[config.mk]
export PLATFORM = sky130hd
export DESIGN_NAME = adc_temp_reader
export DESIGN_NICKNAME = d
export VERILOG_FILES = /design/src/rtl/adc_temp_pkg.sv /design/src/rtl/spi_clk_div.sv /design/src/rtl/adc_temp_reader.sv
export SDC_FILE = /design/constraint.sdc
export NUM_CORES = 1
export LEC_CHECK = 0
export BUFFER_PORTS_ARGS = -buffer_cell sky130_fd_sc_hd__buf_2
export CAP_MARGIN = 40
export CORE_ASPECT_RATIO = 0.75
export CORE_MARGIN = 8
export CORE_UTILIZATION = 35
export DETAILED_ROUTE_END_ITERATION = 16
export GPL_ROUTABILITY_DRIVEN = 0
export PLACE_DENSITY = 0.61
export SYNTH_ARGS = -nofsm -noshare
export SYNTH_HDL_FRONTEND = slang
export SYNTH_HIERARCHICAL = 1
export SYNTH_SLANG_ARGS = --single-unit
[constraint.sdc]
create_clock -name clock -period 4.7 [get_ports clock]
set_input_delay 0.47 -clock clock [delete_from_list [all_inputs] [get_ports clock]]
set_output_delay 0.47 -clock clock [all_outputs]
set_load 0.05 [all_outputs]
[src/rtl/adc_temp_pkg.sv]
// rtl/adc_temp_pkg.sv - frame geometry and FSM state encoding for the ADC temperature reader
package adc_temp_pkg;

   localparam int FRAME_BITS = 16;
   localparam int LEAD_BITS  = 4;
   localparam int DATA_BITS  = 12;
   localparam int TEMP_BITS  = 5;
   localparam int TEMP_LSB   = DATA_BITS - TEMP_BITS;

   typedef enum logic [2:0] {
      IDLE  = 3'd0,
      SETUP = 3'd1,
      SHIFT = 3'd2,
      QUIET = 3'd3,
      DONE  = 3'd4,
      WAIT  = 3'd5
   } state_e;

endpackage

[src/rtl/spi_clk_div.sv]
// rtl/spi_clk_div.sv - SPI clock divider; sclk idles high and toggles every CLK_DIV cycles while run is high
module spi_clk_div #(
   parameter int CLK_DIV = 4
) (
   input  logic clock,
   input  logic reset,
   input  logic run,
   output logic sclk,
   output logic rise
);

   localparam int CW = (CLK_DIV > 1) ? $clog2(CLK_DIV) : 1;
   localparam logic [CW-1:0] CNT_LAST = CW'(CLK_DIV - 1);

   logic [CW-1:0] cnt_q;
   logic          sclk_q;
   logic          tc;

   assign tc   = run && (cnt_q == CNT_LAST);
   // rise marks the edge on which sclk goes 0->1, so the parent samples on that same edge
   assign rise = tc && !sclk_q;
   assign sclk = sclk_q;

   always_ff @(posedge clock) begin
      if (!reset || !run) begin
         cnt_q  <= '0;
         sclk_q <= 1'b1;
      end else if (tc) begin
         cnt_q  <= '0;
         sclk_q <= ~sclk_q;
      end else begin
         cnt_q  <= cnt_q + 1'b1;
      end
   end

endmodule

[src/rtl/adc_temp_reader.sv]
// rtl/adc_temp_reader.sv - periodic SPI ADC read, 5-bit temperature code with lect/frame_err strobes
module adc_temp_reader
   import adc_temp_pkg::*;
#(
   parameter int CLK_DIV       = 4,
   parameter int SAMPLE_PERIOD = 1000000
) (
   input  logic                 clock,
   input  logic                 reset,
   input  logic                 en_m1,
   input  logic                 sdata,
   output logic                 cs_n,
   output logic                 sclk,
   output logic [TEMP_BITS-1:0] temperatura,
   output logic                 lect,
   output logic                 frame_err
);

   localparam int PW = $clog2(CLK_DIV);
   localparam int WW = (SAMPLE_PERIOD > 1) ? $clog2(SAMPLE_PERIOD) : 1;
   localparam int BW = $clog2(FRAME_BITS);
   localparam logic [PW-1:0] PHASE_LAST = PW'(CLK_DIV - 1);
   localparam logic [WW-1:0] WAIT_LAST  = WW'(SAMPLE_PERIOD - 1);
   localparam logic [BW-1:0] BIT_LAST   = BW'(FRAME_BITS - 1);

   state_e                 state_q;
   logic [PW-1:0]          phase_q;
   logic [BW-1:0]          bit_q;
   logic                   last_q;
   logic [FRAME_BITS-1:0]  shift_q;
   logic [WW-1:0]          wait_q;
   logic                   cs_n_q;
   logic                   lect_q;
   logic                   err_q;
   logic [TEMP_BITS-1:0]   temp_q;
   logic                   run;
   logic                   rise;
   logic                   phase_tc;
   logic                   unused_low_bits;

   // Divider stops after the 16th rise so sclk stays high through the final high phase and QUIET
   assign run      = (state_q == SETUP) || ((state_q == SHIFT) && !last_q);
   assign phase_tc = (phase_q == PHASE_LAST);
   assign unused_low_bits = ^shift_q[TEMP_LSB-1:0];

   spi_clk_div #(
      .CLK_DIV (CLK_DIV)
   ) u_spi_clk_div (
      .clock (clock),
      .reset (reset),
      .run   (run),
      .sclk  (sclk),
      .rise  (rise)
   );

   always_ff @(posedge clock) begin
      if (!reset) begin
         state_q <= IDLE;
         phase_q <= '0;
         bit_q   <= '0;
         last_q  <= 1'b0;
         shift_q <= '0;
         wait_q  <= '0;
         cs_n_q  <= 1'b1;
         lect_q  <= 1'b0;
         err_q   <= 1'b0;
         temp_q  <= '0;
      end else begin
         lect_q <= 1'b0;
         err_q  <= 1'b0;
         case (state_q)
            IDLE: begin
               cs_n_q <= 1'b1;
               if (en_m1) begin
                  state_q <= SETUP;
                  cs_n_q  <= 1'b0;
               end
            end
            SETUP: begin
               if (phase_tc) begin
                  phase_q <= '0;
                  state_q <= SHIFT;
               end else begin
                  phase_q <= phase_q + 1'b1;
               end
            end
            SHIFT: begin
               if (rise) begin
                  shift_q <= {shift_q[FRAME_BITS-2:0], sdata};
                  bit_q   <= bit_q + 1'b1;
                  if (bit_q == BIT_LAST) begin
                     last_q <= 1'b1;
                  end
               end
               if (last_q) begin
                  if (phase_tc) begin
                     phase_q <= '0;
                     last_q  <= 1'b0;
                     state_q <= QUIET;
                     cs_n_q  <= 1'b1;
                  end else begin
                     phase_q <= phase_q + 1'b1;
                  end
               end
            end
            QUIET: begin
               if (phase_tc) begin
                  phase_q <= '0;
                  state_q <= DONE;
                  lect_q  <= 1'b1;
                  // A non-zero lead nibble means a corrupted frame: keep the last good reading
                  if (shift_q[FRAME_BITS-1 -: LEAD_BITS] == '0) begin
                     temp_q <= shift_q[TEMP_LSB +: TEMP_BITS];
                  end else begin
                     err_q <= 1'b1;
                  end
               end else begin
                  phase_q <= phase_q + 1'b1;
               end
            end
            DONE: begin
               state_q <= WAIT;
               wait_q  <= '0;
            end
            WAIT: begin
               if (!en_m1) begin
                  state_q <= IDLE;
                  wait_q  <= '0;
               end else if (wait_q == WAIT_LAST) begin
                  wait_q  <= '0;
                  state_q <= SETUP;
                  cs_n_q  <= 1'b0;
               end else begin
                  wait_q <= wait_q + 1'b1;
               end
            end
            default: begin
               state_q <= IDLE;
               cs_n_q  <= 1'b1;
            end
         endcase
      end
   end

   assign cs_n        = cs_n_q;
   assign lect        = lect_q;
   assign frame_err   = err_q;
   assign temperatura = temp_q;

endmodule

**Yosys cells after proc, flatten, opt, wreduce, memory -nomap -nowiden**

Cells that the tools add are included.

- Muxes and demuxes: 26
- Add/sub/neg operators: 4
- Reductions and logical operators: 23
- Shifts and indexed selects: 0
- Bitwise operators: 2
- $mul: 0
- Equality and inequality tests: 17
- Div/mod/pow operators: 0
- Magnitude comparators: 0

Operators by type and width:

| cell | number |
|---|---|
| $mux W20 | 2 |
| $pmux W20 S2 | 1 |
| $mux W3 | 7 |
| $add A20 B1 Y20 const B | 1 |
| $eq A20 B20 Y1 const B | 1 |
| $pmux W3 S6 | 1 |
| $ne A2 B2 Y1 const B | 7 |
| $mux W1 | 11 |
| $eq A3 B2 Y1 const B | 2 |
| $eq A3 B3 Y1 const B | 2 |
| $reduce_and A2 Y1 | 3 |
| $reduce_and A3 Y1 | 2 |
| $reduce_and A6 Y1 | 1 |
| $reduce_and A5 Y1 | 1 |
| $add A2 B1 Y2 const B | 2 |
| $add A4 B1 Y4 const B | 1 |
| $eq A2 B2 Y1 const B | 2 |
| $eq A4 B4 Y1 const B | 1 |
| $logic_not A1 Y1 | 4 |
| $logic_not A4 Y1 | 1 |
| $mux W2 | 2 |
| $pmux W1 S4 | 1 |
| $pmux W2 S2 | 1 |
| $reduce_bool A2 Y1 | 2 |
| other kinds (8) | 13 |

- Input bits: 4
- Word-level logic and storage cells: 84
- Memories: 0
- Output and inout port bits: 9
- Memory bits (writable): 0
- Bits in latches: 0
- Bits in read-only memories: 0
- Register bits after elaboration: 57

**Depth between registers and ports, before layout**

Gate-level depths: netlist of the first run.

- Depth in word-level cells: 8
- Mapped depth: 11
- Gate-level depth less buffers: 9

**Hierarchy**

Netlist of the first run, hierarchy kept.

Modules (own cells, without submodules):

| module | seq. area each (µm²) | area an instance (µm²) | cells each | instances |
|---|---|---|---|---|
| adc_temp_reader | 1,081.0 | 2,522.4 | 300 | 1 |
| spi_clk_div | 60.1 | 110.1 | 11 | 1 |

**Worst setup path after synthesis of the first run**

OpenSTA, ideal clock, no wires.

- Path type: register -> register
- From: register state_q[0]
- To: register bit_q[1]
- Period minus slack after synthesis: 1.962 ns
- Path slack: 2.738 ns
- Path buffers: 3
- Library setup time: 0.076 ns
- Stages on the path, launching flop included: 11
- Required time: 4.624 ns
- Data arrival time: 1.886 ns
- Cell sequence: dfxtp_1 -> clkbuf_1 -> mux2i_1 -> nor2_1 -> nand2_1 -> nor2_1 -> and3b_1 -> buf_2 -> buf_1 -> nand2_1 -> a21boi_0

- Word-level cells in the longest chain between the ends: 6
- Elaborated cells between the ends (all ways): 7
- Those cells by class: 2 x eq/ne; 5 x reduce/logical

Ends and longest elaborated chain:

| item | line | source |
|---|---|---|
| start, declared | adc_temp_reader.sv:26 | `state_e state_q;` |
| start signal, assigned | adc_temp_reader.sv:58 | `state_q <= IDLE;` |
| start signal, assigned | adc_temp_reader.sv:75 | `state_q <= SETUP;` |
| start signal, assigned | adc_temp_reader.sv:82 | `state_q <= SHIFT;` |
| $eq A3 B2 Y1 | adc_temp_reader.sv:42 | `assign run = (state_q == SETUP) \|\| ((state_q == SHIFT) && !last_q);` |
| $logic_and A1 B1 Y1 | adc_temp_reader.sv:42 |  |
| $logic_or A1 B1 Y1 (*) | adc_temp_reader.sv:42 |  |
| via run | adc_temp_reader.sv:36 | `logic run;` |
| $logic_and A1 B1 Y1 (*) | spi_clk_div.sv:19 | `assign tc = run && (cnt_q == CNT_LAST);` |
| $logic_and A1 B1 Y1 (*) | spi_clk_div.sv:21 | `assign rise = tc && !sclk_q;` |
| via rise | adc_temp_reader.sv:37 | `logic rise;` |
| $reduce_and A2 Y1 (no line) (*) | -- |  |
| end signal, assigned | adc_temp_reader.sv:90 | `bit_q <= bit_q + 1'b1;` |
| end, declared | adc_temp_reader.sv:28 | `logic [BW-1:0] bit_q;` |

Mark *: on every way through the listed nets, which the timed path passes. The rest lies on a longest branch.
A chain may end at the register's enable or synchronous reset.

**Worst setup path in the final report of the first run**

- From: register state_q[0]
- To: register bit_q[3]

The elaborated chain is that of the path after synthesis.

==> out/qor.txt, run 1 <==
Status: complete, no violations
Die Ht: 91.1 um
Reg area: 1140 um2
Sequential share of power: 47.7%
Clk_lat worst skew: 330 ps
Max Fclk: 434 MHz
Critical R2R Capture: bit_q[3]$_SDFFE_PN0P_
CP delay by family, top: simple AND/OR/NAND/NOR gates
Final Hold Vio Count: 0
CTS tree: yes
Initial Util: 35.9%
Antenna violations before repair: 0
Share of layout cells above drive strength 1: 11.2%
H-tree Lvls: 3
Pre-CTS WS: 2390 ps
Via-to-Cell Ratio: 5.02
Yosys reg bits: 57
Area growth from synthesis to layout: 12.3%
Dpl cell area: 2740 um2
Max clock buf depth: 2
CTS sink cnt: 57
Slew margin rel.: 50.3%
Hold Slack: 414 ps
Slew Viols, Final: 0
Power Density: 348 nW/um2
Mapped Nets: 319
Hold/Removal Path Class: input pin to flip-flop
Netlist cell types: 46
Initial DRT Pass Iterations: 5
Critical Path Stages: 8
Iter 0 DRT Violations: 190
Post-synthesis cell area: 2630 um2
Asr flop ratio synth: 0%
CP cell instances: mux2i_1 -> nor2_1 -> nand2_1 -> nor2_1 -> and3b_1 -> nand4_1 -> xnor2_1 -> and2_1
Syn Inst Count: 311
Input/output buffers: 12
Antenna Cells: 0
Top Ports: 13
Measured slew at the worst slew-check pin: 738 ps
Post-synth EDFFs: 0
First-pass GRT wire length: 9180 um
Register area share after synthesis: 43.3%
Setup CP Type: flip-flop to flip-flop
Logic pwr share: 2.9%
Crit. End Element: flip-flop
Syn. warnings: 6
Root Driver: clkbuf_8
Largest net degree at the start of global routing: 49
Syn Area/Cell: 8.46 um2
Worst r2r src: state_q[0]$_SDFFE_PN0P_
Post-CTS resize count: 0
Max-Cap Viols: 0
Critical-path maximum fanout: 20
Footprint of the multi-input gates: 1400 um2
Final ANT Viol Nets: 0
DIE AREA: 10600 um2
# DRC: 0
Reg2reg setup slack: 2400 ps
Worst path bufs/invs: 0
Clk slew on worst S/H paths: 60 ps
Worst Setup EP: bit_q[3]$_SDFFE_PN0P_
Final Cycle Share: 49.0%
DP Wirelength: 3520 um
Final wirelength: 5260 um
CP dominant cell by count: nor2_1
Number of hold buffers added after CTS: 0
Final Cell Area: 2960 um2
Vias: 2117
Leak: 1.00 nW
Sw Pwr: 210 uW
R2R depth: 8
Routed WL per cell: 12.5 um
RSZ-0062 raised after global routing: false
Sw Share: 20.4%
CTS Buf Count: 9
WP data required: 4920 ps
Final net count: 326
Clk_skew: 10.6 ps
Largest stage delay, worst path: 630 ps
Startpoint Class: flip-flop
Slowest CP cell: dfxtp_1
Global route total overflow: 0
Worst VDD drop: 0.216 mV
Total track usage: 10.7%
Pint: 819 uW
Core box area: 7330 um2
Die X: 116 um
Post-CTS Setup Bufs: 0
CP startpoint: state_q[0]$_SDFFE_PN0P_
Fill cells: 766
Setup TNS Final: 0 ps
Arr. time, crit path: 2530 ps
Crit path time final: 2300 ps
Row cnt: 27
Vias in the first global route: 1957
Slack of the critical path: 2400 ps
Main synth FF type: dfxtp_1
Setup violations, final: 0
Clk network pwr share: 49.3%
[area by class of cell]
class                      count  share of cell area [%]
sequential                    57                    38.6
clock inverter                 3                    2.20
timing repair buffer          13                    2.37
inverter                       2                   0.254
clock buffer                  11                    5.12
tap                          101                    4.27
multi-input combinational    235                    47.2
[cell families after synthesis]
logic type                 Yosys count  synth area share, %
muxes                                2                0.760
AOI/OAI and AO/OA                   51                 13.8
buffers and inverters               19                 3.66
adders and majority gates            4                 1.90
xor gates and xnor gates            16                 5.32
DFF                                 57                 43.3
and+or+nand+nor                    162                 31.2
[Yosys cell counts, types with 5 or more instances]
cell	number	area share, %
a21boi_0	25	7.1
a21oi_1	5	0.95
clkbuf_1	10	1.4
dfxtp_1	57	43
nand2_1	65	9.3
nand3_1	24	4.6
nand4_1	8	1.9
nor2_1	21	3.0
nor2b_1	6	1.4
nor3_1	6	1.1
o21ai_0	7	1.3
xnor2_1	7	2.3
xor2_1	9	3.0
[worst min-delay path: stages]
cell	delay [ps]
buf_2	100
nand2_1	40
a21boi_0	70
[worst min path at each step]
stage,start,to,cells past startpoint
6_report,sdata,shift_q[0]$_SDFFE_PN0P_,3
3_5_place_dp,u_spi_clk_div/cnt_q[0]$_SDFF_PP0_,u_spi_clk_div/cnt_q[0]$_SDFF_PP0_,1
3_3_place_gp,u_spi_clk_div/cnt_q[0]$_SDFF_PP0_,u_spi_clk_div/cnt_q[0]$_SDFF_PP0_,1
4_1_cts,sdata,shift_q[0]$_SDFFE_PN0P_,3
5_1_grt,sdata,shift_q[0]$_SDFFE_PN0P_,3
2_1_floorplan,u_spi_clk_div/cnt_q[0]$_SDFF_PP0_,u_spi_clk_div/cnt_q[0]$_SDFF_PP0_,1
[power groups by stage]
stage	combinational (mW)	sequential (mW)	clock, mW
after floorplan	0.0248	0.502	0
after global placement	0.0304	0.502	0
after detailed placement	0.0306	0.502	0
after CTS	0.0308	0.491	0.519
after global routing	0.0350	0.491	0.540
final	0.0303	0.491	0.507
[cell usage in the layout, fill, tap and decap left out, drive strengths merged, types with 5 or more instances in the layout]
cell type,instances
clkbuf,11
nor4,5
o21ai,7
nand3,24
nor2b,6
a21oi,8
nand4,8
xnor2,7
nor3,6
a21boi,25
nand2,65
xor2,9
nor2,21
buf,12
nor3b,5
dfxtp,57
[sequential cells by signal (all words and copies together), names as in the netlist]
name and flops:
u_spi_clk_div/sclk 1, bit_q 4, wait_q 20, state_q 3, phase_q 2, shift_q 16, last_q 1, u_spi_clk_div/cnt_q 2
frame_err 1, cs_n 1, lect 1, temperatura 5
[metal layers]
layer	wire length, um	GRT usage (%)	vias to the layer above
li1	-	-	1091
met5	0	0	-
met2	2090	14.3	44
met4	100	4.74	0
met1	2850	15.1	971
met3	215	3.57	11
[through the flow]
stage / utilization [%] / power [mW] / instances
after floorplan: - / 0.527 / 311
after global placement: 37.2 / 0.532 / 407
after detailed placement: 37.4 / 0.532 / 408
after CTS: 40.3 / 1.04 / 422
after global routing: 40.3 / 1.07 / 422
final: 40.3 / 1.03 / 422
Note: power is estimated with default switching activity, not from simulation.
==> run 2, diff against run 1 <==
- ABC_AREA: default -> 1
- clock period: 4.7 -> 2.22 ns (I/O delays scaled with it)
==> run 2 against run 1 <==
Against the previous run:
- sequential cell count did not move
- synthesized cell count rose by 18%
- routed wire length rose by 5.8%
- clock skew rose by 3.4 ps
- combinational power rose to 18 times the previous value
- cell area rose by 2.7%
- worst setup slack got worse by 2100 ps
- total power rose to 2.6 times the previous value
- sequential power rose by 130%
- utilization rose by 0.70 points
- sequential share of layout area fell by 1.0 points
==> out/qor.txt, run 2 <==
Status: complete, no violations (unchanged)
Iter 0 DRT Violations: 124 (was 190)
Antenna violations before repair: 0 (unchanged)
Reg2reg setup slack: 280 ps (was 2400 ps)
# DRC: 0 (unchanged)
Antenna Cells: 0 (unchanged)
Startpoint Class: flip-flop (unchanged)
Number of flip-flops in the largest register: 20 (unchanged)
DP Wirelength: 3960 um (was 3520 um)
Core box area: 7400 um2 (was 7330 um2)
Post-CTS Setup Bufs: 0 (unchanged)
Post-synthesis cell area: 2680 um2 (was 2630 um2)
Hold path cells: 3 (unchanged)
Synth top area cells: dfxtp_1 (43%), nand2_1 (9.7%), nor2_1 (6.4%) (was dfxtp_1 (43%), nand2_1 (9.3%), a21boi_0 (7.1%))
Clk_lat worst skew: 340 ps (was 330 ps)
Final wirelength: 5560 um (was 5260 um)
Vias in the first global route: 2072 (was 1957)
Final Hold Vio Count: 0 (unchanged)
Top-area cell type share of the netlist area: 42.6% (was 43.3%)
Main synth FF type: dfxtp_1 (unchanged)
CTS sink cnt: 57 (unchanged)
Initial DRT Pass Iterations: 4 (was 5)
Min-Delay Endpoint: shift_q[0]$_SDFFE_PN0P_ (unchanged)
CP cell instances: inv_2 -> nor3_4 -> inv_1 -> o21ai_0 -> nand3_1 -> inv_1 -> nand2_2 -> nor2_2 -> nand4_1 -> nand2_1 -> a21oi_1 (was mux2i_1 -> nor2_1 -> nand2_1 -> nor2_1 -> and3b_1 -> nand4_1 -> xnor2_1 -> and2_1)
Setup CP Type: flip-flop to flip-flop (unchanged)
Final Cycle Share: 87.2% (was 49.0%)
Syn Inst Count: 366 (was 311)
Worst r2r src: state_q[1]$_SDFFE_PN0P_ (was state_q[0]$_SDFFE_PN0P_)
Final ANT Viol Nets: 0 (unchanged)
Setup violations, final: 0 (unchanged)
Grt met3 use: 4.45% (was 3.57%)
Critical-path maximum fanout: 29 (was 20)
CP dominant cell by count: inv_1 (was nor2_1)
Routed WL per cell: 11.4 um (was 12.5 um)
Cell with the most instances after synthesis: nand2_1 (unchanged)
Root Driver: clkbuf_8 (unchanged)
CTS tree: yes (unchanged)
Commonest cells in the netlist: nand2_1 (69), dfxtp_1 (57), nor2_1 (46) (was nand2_1 (65), dfxtp_1 (57), a21boi_0 (25))
CTS Buf Count: 9 (unchanged)
Max Fclk: 516 MHz (was 434 MHz)
Largest stage delay, worst path: 410 ps (was 630 ps)
WP data required: 2460 ps (was 4920 ps)
Area growth from synthesis to layout: 13.2% (was 12.3%)
Met1 Resource Use GR: 15.5% (was 15.1%)
Syn. warnings: 6 (unchanged)
Die Ht: 91.8 um (was 91.1 um)
Max-Cap Viols: 0 (unchanged)
R2R depth: 11 (was 8)
H-tree Lvls: 3 (unchanged)
DIE AREA: 10700 um2 (was 10600 um2)
Input/output buffers: 12 (unchanged)
Commonest cells after routing, fill and taps aside: nand2_1 (69), dfxtp_1 (57), nor2_1 (46) (was nand2_1 (65), dfxtp_1 (57), a21boi_0 (25))
Final net count: 392 (was 326)
Largest net degree at the start of global routing: 30 (was 49)
Critical R2R Capture: bit_q[3]$_SDFFE_PN0P_ (unchanged)
Top reg by flops: wait_q (unchanged)
Largest area contributor in the netlist: dfxtp_1 (unchanged)
Hold/Removal Path Class: input pin to flip-flop (unchanged)
Clk_skew: 14.0 ps (was 10.6 ps)
Asr flop ratio synth: 0% (unchanged)
Crit path time final: 1940 ps (was 2300 ps)
Grt peak-use layer: met1 (unchanged)
Slowest CP cell: dfxtp_1 (unchanged)
Initial Util: 36.2% (was 35.9%)
Leading cell type in the layout, fill and taps excluded: nand2_1 (unchanged)
Worst VDD drop: 0.372 mV (was 0.216 mV)
Max clock buf depth: 2 (unchanged)
Arr. time, crit path: 2180 ps (was 2530 ps)
Power Density: 874 nW/um2 (was 348 nW/um2)
Syn Area/Cell: 7.33 um2 (was 8.46 um2)
Yosys reg bits: 57 (unchanged)
Slack of the critical path: 283 ps (was 2400 ps)
Leak: 1.19 nW (was 1.00 nW)
Setup TNS Final: 0 ps (unchanged)
Number of hold buffers added after CTS: 0 (unchanged)
Post-synth EDFFs: 0 (unchanged)
Vias: 2276 (was 2117)
Crit. End Element: flip-flop (unchanged)
Netlist cell types: 30 (was 46)
Slew Viols, Final: 0 (unchanged)
Register area share after synthesis: 42.6% (was 43.3%)
Share of layout cells above drive strength 1: 13.4% (was 11.2%)
Mapped Nets: 374 (was 319)
Pre-CTS WS: 282 ps (was 2390 ps)
Met2 global-route usage: 15.0% (was 14.3%)
First-pass GRT wire length: 9550 um (was 9180 um)
Measured slew at the worst slew-check pin: 471 ps (was 738 ps)
Clk slew on worst S/H paths: 70 ps (was 60 ps)
Die X: 117 um (was 116 um)
Hold Crit Start: sdata (unchanged)
Slew margin rel.: 68.5% (was 50.3%)
Via-to-Cell Ratio: 4.64 (was 5.02)
RSZ-0062 raised after global routing: false (unchanged)
Global route total overflow: 0 (unchanged)
Total track usage: 11.1% (was 10.7%)
Row cnt: 27 (unchanged)
Top Ports: 13 (unchanged)
Post-CTS resize count: 0 (unchanged)
-- run 2: critical path, delay by kind of cell (launching register included) --
kind / cells / cell delay [ps]
flops: 1 / 410
compound gates: 2 / 260
buf+inv: 3 / 280
simple gates: 6 / 880
-- run 2: per-stage QoR --
| step | power, mW | util, % | std cells | hold WS (ps) | area [um2] |
|---|---|---|---|---|---|
| after floorplan | 1.60 | - | 366 | 387 | 2680 |
| after global placement | 1.70 | 38.4 | 474 | 415 | 2840 |
| after detailed placement | 1.71 | 38.4 | 474 | 428 | 2840 |
| after CTS | 2.69 | 41.0 | 490 | 128 | 3040 |
| after global routing | 2.81 | 41.0 | 490 | 156 | 3040 |
| final | 2.65 | 41.0 | 490 | 147 | 3040 |
-- run 2: kinds of logic (layout without fill, tap and decap cells) --
logic type | after synthesis | in the layout | synth area share (%)
buffers and inverters | 53 | 76 | 8.40
XOR/XNOR | 10 | 10 | 3.27
flip-flops | 57 | 57 | 42.6
AND/OR/NAND/NOR | 186 | 186 | 33.0
multiplexers | 1 | 1 | 0.373
adder cells (fa/ha/maj) | 4 | 4 | 1.87
AO/OA/AOI/OAI | 55 | 55 | 10.5
-- run 2: worst max path at each step --
stage                             from                    end  slack, ps  cells past startpoint
2_1_floorplan  state_q[1]$_SDFFE_PN0P_  bit_q[3]$_SDFFE_PN0P_        470                     12
3_3_place_gp   state_q[1]$_SDFFE_PN0P_  bit_q[3]$_SDFFE_PN0P_        330                     11
3_5_place_dp   state_q[1]$_SDFFE_PN0P_  bit_q[3]$_SDFFE_PN0P_        280                     11
4_1_cts        state_q[1]$_SDFFE_PN0P_  bit_q[3]$_SDFFE_PN0P_        260                     11
5_1_grt        state_q[1]$_SDFFE_PN0P_  bit_q[3]$_SDFFE_PN0P_         20                     11
6_report       state_q[1]$_SDFFE_PN0P_  bit_q[3]$_SDFFE_PN0P_        280                     11
-- run 2: power by group --
part	internal (mW)	total, mW	switching (mW)
Sequential	1.09	1.15	0.0661
Combinational	0.172	0.532	0.360
Clock	0.520	0.966	0.447
-- run 2: final cells by class --
| type | instances | area, um2 |
|---|---|---|
| Fill cell | 776 | 4360 |
| Multi-Input combinational cell | 256 | 1320 |
| Sequential cell | 57 | 1140 |
| Inverter | 43 | 161 |
| Clock buffer | 10 | 128 |
| Tap cell | 101 | 126 |
| Timing Repair Buffer | 17 | 97.6 |
| Clock inverter | 6 | 66.3 |
-- run 2: metal layers --
layer,vias to the layer above,routed length (um)
met5,-,0
met4,0,30
met3,2,277
met2,47,2200
met1,999,3060
li1,1228,-
